--- src/rtl/serialmul_arb.sv ---
// serialmul_arb: shares one bit-serial scaling multiplier between two requesters.
// Define SERIALMUL_ARB_RR_EN for round-robin tie-break; otherwise requester 0 has fixed priority.
module serialmul_arb #(
  parameter int WIDTH  = 16,
  parameter int DWIDTH = 11
) (
  input  logic                    clk,
  input  logic                    rst,
  input  logic                    req0_valid,
  output logic                    req0_ready,
  input  logic signed [WIDTH-1:0] req0_x,
  input  logic signed [WIDTH-1:0] req0_y,
  input  logic signed [WIDTH-1:0] req0_z,
  input  logic [DWIDTH-1:0]       req0_d,
  input  logic                    req1_valid,
  output logic                    req1_ready,
  input  logic signed [WIDTH-1:0] req1_x,
  input  logic signed [WIDTH-1:0] req1_y,
  input  logic signed [WIDTH-1:0] req1_z,
  input  logic [DWIDTH-1:0]       req1_d,
  output logic                    rsp_valid,
  input  logic                    rsp_ready,
  output logic                    rsp_id,
  output logic signed [WIDTH-1:0] rsp_x,
  output logic signed [WIDTH-1:0] rsp_y,
  output logic signed [WIDTH-1:0] rsp_z,
  output logic                    mul_start,
  output logic signed [WIDTH-1:0] mul_x,
  output logic signed [WIDTH-1:0] mul_y,
  output logic signed [WIDTH-1:0] mul_z,
  output logic [DWIDTH-1:0]       mul_d,
  input  logic                    mul_done,
  input  logic signed [WIDTH-1:0] mul_xout,
  input  logic signed [WIDTH-1:0] mul_yout,
  input  logic signed [WIDTH-1:0] mul_zout,
  output logic                    busy
);

  typedef enum logic [2:0] {
    S_IDLE,
    S_LOAD,
    S_RUN,
    S_SETTLE,
    S_RESP
  } state_t;

  state_t                  state_q;
  logic                    mul_start_q;
  logic signed [WIDTH-1:0] mul_x_q, mul_y_q, mul_z_q;
  logic [DWIDTH-1:0]       mul_d_q;
  logic                    id_q;
  logic                    rsp_valid_q;
  logic signed [WIDTH-1:0] rsp_x_q, rsp_y_q, rsp_z_q;

  logic prio0;
  logic grant0, grant1;
  logic accept;

`ifdef SERIALMUL_ARB_RR_EN
  // last_q holds the index granted most recently; reset to 1 so requester 0 wins the first tie
  logic last_q;
  logic last_d;

  assign prio0  = last_q;
  assign last_d = accept ? grant1 : last_q;

  always_ff @(posedge clk or posedge rst) begin
    if (rst) begin
      last_q <= 1'b1;
    end else begin
      last_q <= last_d;
    end
  end
`else
  assign prio0 = 1'b1;
`endif

  assign grant0     = req0_valid & (prio0 | ~req1_valid);
  assign grant1     = req1_valid & ~grant0;
  assign req0_ready = (state_q == S_IDLE) & grant0;
  assign req1_ready = (state_q == S_IDLE) & grant1;
  assign accept     = req0_ready | req1_ready;

  always_ff @(posedge clk or posedge rst) begin
    if (rst) begin
      state_q     <= S_IDLE;
      mul_start_q <= 1'b0;
      mul_x_q     <= '0;
      mul_y_q     <= '0;
      mul_z_q     <= '0;
      mul_d_q     <= '0;
      id_q        <= 1'b0;
      rsp_valid_q <= 1'b0;
      rsp_x_q     <= '0;
      rsp_y_q     <= '0;
      rsp_z_q     <= '0;
    end else begin
      mul_start_q <= 1'b0;
      unique case (state_q)
        S_IDLE: begin
          if (accept) begin
            mul_x_q     <= grant1 ? req1_x : req0_x;
            mul_y_q     <= grant1 ? req1_y : req0_y;
            mul_z_q     <= grant1 ? req1_z : req0_z;
            mul_d_q     <= grant1 ? req1_d : req0_d;
            id_q        <= grant1;
            mul_start_q <= 1'b1;
            state_q     <= S_LOAD;
          end
        end
        S_LOAD: begin
          state_q <= S_RUN;
        end
        S_RUN: begin
          if (mul_done) begin
            state_q <= S_SETTLE;
          end
        end
        S_SETTLE: begin
          // multiplier accumulators became final on the edge that ended RUN
          rsp_x_q     <= mul_xout;
          rsp_y_q     <= mul_yout;
          rsp_z_q     <= mul_zout;
          rsp_valid_q <= 1'b1;
          state_q     <= S_RESP;
        end
        S_RESP: begin
          if (rsp_ready) begin
            rsp_valid_q <= 1'b0;
            state_q     <= S_IDLE;
          end
        end
        default: begin
          state_q <= S_IDLE;
        end
      endcase
    end
  end

  assign mul_start = mul_start_q;
  assign mul_x     = mul_x_q;
  assign mul_y     = mul_y_q;
  assign mul_z     = mul_z_q;
  assign mul_d     = mul_d_q;
  assign rsp_valid = rsp_valid_q;
  assign rsp_id    = id_q;
  assign rsp_x     = rsp_x_q;
  assign rsp_y     = rsp_y_q;
  assign rsp_z     = rsp_z_q;
  assign busy      = (state_q != S_IDLE);

endmodule

--- config.mk ---
export PLATFORM = sky130hd
export DESIGN_NAME = serialmul_arb
export DESIGN_NICKNAME = d
export VERILOG_FILES = /design/src/rtl/serialmul_arb.sv
export SDC_FILE = /design/constraint.sdc
export NUM_CORES = 1
export LEC_CHECK = 0
export ABC_AREA = 0
export ABC_CLOCK_PERIOD_IN_PS = 5200
export BUFFER_PORTS_ARGS = -buffer_cell sky130_fd_sc_hd__clkbuf_2
export CAP_MARGIN = 0
export CORE_ASPECT_RATIO = 0.7
export CORE_MARGIN = 5
export CORE_UTILIZATION = 45
export CTS_CLUSTER_SIZE = 8
export DETAILED_ROUTE_END_ITERATION = 10
export HOLD_SLACK_MARGIN = 0.15
export PLACE_DENSITY = 0.84
export SETUP_SLACK_MARGIN = 0.2
export SLEW_MARGIN = 0
export SYNTH_ARGS = -nofsm -noshare
export SYNTH_HDL_FRONTEND = slang
export SYNTH_SLANG_ARGS = --single-unit
--- constraint.sdc ---
create_clock -name clk -period 5.2 [get_ports clk]
set_input_delay 1.3 -clock clk [delete_from_list [all_inputs] [get_ports clk]]
set_output_delay 1.3 -clock clk [all_outputs]
set_load 0.01 [all_outputs]
==> results.yml, run 1 <==
setup_path:
  cp_max_fo: 3
  slowest_delay_ns: 0.18
  arrival_ns: 1.80
  crit_chain: "clkbuf_2 -> nand2b_2 -> nor2_1 -> clkbuf_2"
  crit_type: "primary input to primary output"
  worst_path_most_repeated_cell: "clkbuf_2"
  critPathSlowestCell: "nand2b_2"
  worst_setup_path_start_kind: "primary input"
  cp-end-kind: "primary output"
  crit_required_ns: 3.90
drt:
  vias_per_cell: 4.71
  drt.antenna.violating_nets: 0
  wirelength_mm: 12.9
  drtPass1Iterations: 4
  dr.first_iter.drc_count: 115
  wl_per_cell_microns: 16.7
  num_vias: 3653
  drc: 0
pwr:
  peakVddDrop_mv: 0.486
  p_per_area_nw_per_um2: 645
  power.total_mw: 4.72
  leakagePower_nw: 3.79
clocking:
  hold_buffers: 0
  cts_tree: "built"
  post_cts_buffers: 0
  clk_pin_slew_ns: 0.05
  clk_latency_ns: 0.39
  cts_root_buf: "clkbuf_16"
  cts_sinks: 113
  cts_buffer_depth: 2
  htree_levels: 4
  cts_made_buffers: 17
  ctsResizeCount: 0
sta:
  clock_skew_ns: 0.00688
  finalMaxSlewViolations: 0
  fin_setup_tns_ns: 0
  slew_headroom_pct: 17.6
  fin_crit_sh_pct: 59.5
  fin_crit_ns: 3.10
  setup_viol: 0
  worstMarginPinSlew_ns: 1.23
  max_freq_mhz: 323
  rsz0062_at_grt: "false"
  hold_viol: 0
global_route:
  antenna_found_initial: 0
  grt_pass1_wl_mm: 20.4
  globalRoute.busiestLayer: "met2"
  use_met3_pct: 6.12
  grt_usage_pct: 18.2
  gr-total-overflow: 0
  grt_use_met2_pct: 31.3
  grtUsageMet1_pct: 21.7
  grt_pass1_vias: 3991
  grt_max_degree: 86
worst_hold_path:
  hold_class: "register to register"
layout:
  antenna_cells: 0
  layout-drive-gt1-share_pct: 79.0
  fin_cells: 776
  finalNetCount: 780
  fillers: 903
  area_growth_pct: 37.5
flow_run:
  drv_cap: 0
synthesis:
  yosysWarnings: 0
  synthTopCellsByCount: "dfrtp_1 (113), mux2_2 (98), mux2_4 (68)"
  yosysTopAreaCell: "dfrtp_1"
  async_flop_share_pct: 100
  syn-num-nets: 492
  synthCells: 320
  netlist_area_sq_um: 5320
  synth.distinct_cells: 21
  syn_area_per_cell_sq_um: 16.6
  seq_area_frac_synth_pct: 53.1
  yosys_register_bits: 113
  ys.flop_type: "dfrtp_1"
  yosysMostFrequentCell: "dfrtp_1"
  synth_top_area_share_pct: 53.1
  synth-edff-count: 0
  synth_area_leaders: "dfrtp_1 (53%), mux2_2 (21%), mux2_4 (19%)"
run_status:
  status: "finished, final reports clean"
placed_design:
  dp_hpwl_mm: 9.88
  io_buffers: 284
  placed_cells: 746
  gp_congestion: 0.824
floorplan:
  boundaryPins: 285
  coreArea_sq_um: 11600
  die_y_microns: 101
  rows: 33
  start_util_pct: 45.7
  dieArea_sq_um: 14100
  die_x_microns: 140
[flip-flops by register name, indices dropped and copies added, names as in the netlist]
signal,cells
mul_d,11
rsp_y,16
state_q,3
mul_y,16
mul_start,1
mul_z,16
rsp_id,1
mul_x,16
rsp_z,16
rsp_valid,1
rsp_x,16
[kinds of logic (layout without fill, tap and decap cells)]
| family | after synthesis | count (layout) | synth area share, % |
|---|---|---|---|
| buf+inv | 20 | 319 | 4.47 |
| mux | 166 | 166 | 39.9 |
| simple gates | 17 | 17 | 2.02 |
| compound gates | 3 | 3 | 0.282 |
| flops | 113 | 113 | 53.1 |
| xor+xnor | 1 | 1 | 0.165 |
[stage by stage]
stage                     area, sq um  utilization (%)  setup slack (ns)  hold WS [ns]
after detailed placement         6740             57.9              1.92         0.494
after global routing             7320             62.9              2.03         0.516
after floorplan                  5320                -             0.913         0.491
final                            7320             62.9              2.10         0.507
after global placement           6740             57.9              2.00         0.482
after CTS                        7320             62.9              2.10         0.507
[path summary, 6_finish.rpt]
path / from / endpoint / slack, ns / cells past startpoint
worst max register to register: state_q[1]$_DFFE_PP0P_ / mul_y[11]$_DFFE_PP0P_ / 2.58 / 5
max in group asynchronous: rst / mul_y[1]$_DFFE_PP0P_ / 3.06 / 3
min in group asynchronous: rst / rsp_z[8]$_DFFE_PP0P_ / 1.12 / 2
worst min-delay path: rsp_z[11]$_DFFE_PP0P_ / rsp_z[11]$_DFFE_PP0P_ / 0.51 / 1
worst min register to register: rsp_z[11]$_DFFE_PP0P_ / rsp_z[11]$_DFFE_PP0P_ / 0.51 / 1
worst max-delay path: req0_valid / req1_ready / 2.10 / 4
[power breakdown]
part | switching [mW] | internal [mW] | total [mW]
registers | 0.281 | 1.34 | 1.62
clock network | 0.386 | 0.736 | 1.12
logic | 0.846 | 1.13 | 1.97
total | 1.51 | 3.21 | 4.72
[cells in the final DEF, fill, tap and decap left out, types with 2 or more instances in the layout]
cell type / Yosys / routed
clkbuf_2: 0 / 284
dfrtp_1: 113 / 113
mux2_2: 98 / 98
mux2_4: 68 / 68
clkbuf_16: 0 / 17
nor2_1: 6 / 6
clkinvlp_4: 0 / 4
clkbuf_8: 0 / 3
buf_4: 0 / 3
nand2_1: 3 / 2
a21oi_1: 2 / 2
clkinv_2: 0 / 2
bufinv_16: 0 / 2
[metal layers]
metal | vias up | wire length (microns)
met5 | - | 0
met4 | 0 | 128
met3 | 11 | 979
met2 | 151 | 6680
met1 | 1781 | 5160
li1 | 1710 | -
[final cells by class]
class / instances / area [sq um] / area share (%)
flip-flops and latches: 113 / 2830 / 38.6
multi-input cells: 187 / 2260 / 30.9
repair buffers: 287 / 1440 / 19.7
clock buffers: 21 / 470 / 6.43
well taps: 157 / 196 / 2.68
clock inverters: 9 / 109 / 1.49
inverters: 2 / 10.0 / 0.137
[critical path: cells and delay by family]
kind	cells	cell delay, ns
simple gates	2	0.27
buf+inv	2	0.23
(Power assumes the default switching activity.)
==> run 2, diff against run 1 <==
--- a/config.mk
+++ b/config.mk
@@ -5,17 +5,17 @@
 export SDC_FILE = /design/constraint.sdc
 export NUM_CORES = 1
 export LEC_CHECK = 0
-export ABC_AREA = 0
-export ABC_CLOCK_PERIOD_IN_PS = 5200
+export ABC_AREA = 1
+export ABC_CLOCK_PERIOD_IN_PS = 2500
 export BUFFER_PORTS_ARGS = -buffer_cell sky130_fd_sc_hd__clkbuf_2
 export CAP_MARGIN = 0
 export CORE_ASPECT_RATIO = 0.7
 export CORE_MARGIN = 5
-export CORE_UTILIZATION = 45
+export CORE_UTILIZATION = 40
 export CTS_CLUSTER_SIZE = 8
 export DETAILED_ROUTE_END_ITERATION = 10
 export HOLD_SLACK_MARGIN = 0.15
-export PLACE_DENSITY = 0.84
+export PLACE_DENSITY = 0.8
 export SETUP_SLACK_MARGIN = 0.2
 export SLEW_MARGIN = 0
 export SYNTH_ARGS = -nofsm -noshare
==> constraint.sdc (replaced) <==
create_clock -name clk -period 2.5 [get_ports clk]
set_input_delay 0.625 -clock clk [delete_from_list [all_inputs] [get_ports clk]]
set_output_delay 0.625 -clock clk [all_outputs]
set_load 0.01 [all_outputs]
==> run 2 against run 1 <==
- count of clock-buffer cells in the layout fell by 1
- sequential cell count did not move
- wire length rose by 19%
- sequential share of layout area rose by 0.36 points
- sequential power rose by 98%
- global-route usage rose by 1.5 points
- register-to-register slack got worse by 1.8 ns
- die area rose by 7.5%
- final cell count rose by 46%
- utilization fell by 4.7 points
==> results.yml, run 2 <==
run_status:
  status: "finished, final reports clean"
synthesis:
  seq_area_frac_synth_pct: 55.2
  synthCells: 686
  async_flop_share_pct: 100
  synth.distinct_cells: 16
  synth-edff-count: 0
  netlist_area_sq_um: 5120
  synth_area_leaders: "dfrtp_1 (55%), nand2_1 (34%), nand3_1 (5.1%)"
  synthTopCellsByCount: "nand2_1 (460), dfrtp_1 (113), nand3_1 (52)"
  yosysMostFrequentCell: "nand2_1"
  syn_area_per_cell_sq_um: 7.46
  yosys_register_bits: 113
  syn-num-nets: 858
  yosysTopAreaCell: "dfrtp_1"
  yosysWarnings: 0
  synth_top_area_share_pct: 55.2
  ys.flop_type: "dfrtp_1"
pwr:
  p_per_area_nw_per_um2: 1270
  sw_frac_of_total_pct: 38.7
  p_int_mw: 5.66
  power_frac_comb_pct: 38.1
  peakVddDrop_mv: 1.15
  seqPwrFrac_pct: 34.7
  leakagePower_nw: 4.47
  p_sw_mw: 3.57
  pwr-share-clk_pct: 27.3
drt:
  dr.first_iter.drc_count: 220
  drc: 0
  vias_per_cell: 4.59
  drt.antenna.violating_nets: 0
  wirelength_mm: 15.4
  wl_per_cell_microns: 13.6
  drtPass1Iterations: 4
  num_vias: 5195
sta:
  max_freq_mhz: 485
  fin_crit_ns: 2.06
  worstMarginPinSlew_ns: 0.940
  fin_setup_tns_ns: 0
  clock_skew_ns: 0.00835
  slew_headroom_pct: 37.3
  hold_viol: 0
  rsz0062_at_grt: "false"
  setup_viol: 0
  layout_setup_ws_ns: 0.440
  finalMaxSlewViolations: 0
  fin_crit_sh_pct: 82.4
  whs_ns: 0.377
placed_design:
  dp_hpwl_mm: 11.0
  io_buffers: 284
  dp_slack_ns: 0.458
  gp_congestion: 0.818
  place_area_sq_um: 6630
setup_path:
  cp-end-kind: "primary output"
  crit_required_ns: 1.88
  arrival_ns: 1.44
  cp_max_fo: 5
  reg2reg_depth: 6
  worst_setup_path_start_kind: "register"
  crit_type: "register to primary output"
  crit-reg2reg-capture: "rsp_y[14]$_DFFE_PP0P_"
  r2r_setup_slack_ns: 0.83
  reg2reg_from: "state_q[2]$_DFFE_PP0P_"
floorplan:
  coreArea_sq_um: 12500
  dieArea_sq_um: 15200
  boundaryPins: 285
  rows: 34
  start_util_pct: 41.1
  die_x_microns: 145
  die_y_microns: 105
clocking:
  cts_made_buffers: 17
  clk_pin_slew_ns: 0.05
  cts_tree: "built"
  cts_sinks: 113
  clk_latency_ns: 0.40
  cts_root_buf: "clkbuf_16"
  cts_buffer_depth: 2
  post_cts_buffers: 0
  hold_buffers: 0
  htree_levels: 4
  ctsResizeCount: 0
worst_hold_path:
  hold_class: "primary input to async pin"
global_route:
  grt_pass1_vias: 4926
  grt_max_degree: 114
  grt_pass1_wl_mm: 25.0
  grt_usage_pct: 19.6
  globalRoute.busiestLayer: "met2"
  antenna_found_initial: 0
  use_met3_pct: 5.76
  grt_use_met2_pct: 31.3
  gr-total-overflow: 0
  grtUsageMet1_pct: 26.2
layout:
  final_common_cell: "nand2_1"
  area_growth_pct: 41.6
  final_cell_mix: "nand2_1 (459), clkbuf_2 (284), dfrtp_1 (113)"
  antenna_cells: 0
  fin_area_sq_um: 7250
  finalNetCount: 1129
  layout-drive-gt1-share_pct: 33.6
flow_run:
  drv_cap: 0
run 2: cells by family (layout without fill, tap and decap cells):
family                 Yosys count  in the layout  share of synthesized area, %
buffers and inverters           51            335                          4.89
flip-flops                     113            113                          55.2
AO/OA/AOI/OAI                    2              2                         0.269
AND/OR/NAND/NOR                520            520                          39.6
run 2: area by class of cell:
cell class | instances | area (sq um)
sequential | 113 | 2830
inverter | 12 | 48.8
fill | 1170 | 5210
tap | 162 | 203
multi-input combinational | 522 | 2050
clock inverter | 12 | 184
timing repair buffer | 291 | 1500
clock buffer | 20 | 437
run 2: power by group through the flow:
stage	Sequential, mW	Clock [mW]	Combinational (mW)
finish	3.20	2.52	3.51
global route	3.30	2.67	3.93
CTS	3.19	2.57	3.58
detailed placement	3.20	0	3.58
global placement	3.19	0	3.47
floorplan	3.56	0	1.69
run 2: worst max path at each step:
stage | end | start | depth (start not counted)
global placement | mul_d[4]$_DFFE_PP0P_ | req1_valid | 8
floorplan | mul_d[0]$_DFFE_PP0P_ | rst | 1
global route | req0_ready | state_q[2]$_DFFE_PP0P_ | 4
CTS | busy | state_q[2]$_DFFE_PP0P_ | 5
detailed placement | mul_z[3]$_DFFE_PP0P_ | req1_valid | 8
finish | busy | state_q[2]$_DFFE_PP0P_ | 5
run 2: worst max-delay path: stages, from the launching register on:
cell and delay (ns):
dfrtp_1 0.43, inv_2 0.08, nand2_1 0.06, nor2_1 0.25, inv_1 0.07, clkbuf_2 0.16
run 2: per-stage QoR:
step                      util [%]  cells  power, mW
after floorplan                  -    686       5.25
after global placement        53.2   1100       6.67
after detailed placement      53.2   1100       6.78
after CTS                     58.2   1132       9.34
after global routing          58.2   1132       9.90
final                         58.2   1132       9.23
run 2: layer usage:
| metal | routed length (microns) | up-vias |
|---|---|---|
| met2 | 7320 | 182 |
| met5 | 0 | - |
| met3 | 1160 | 15 |
| met4 | 197 | 0 |
| li1 | - | 2627 |
| met1 | 6730 | 2371 |
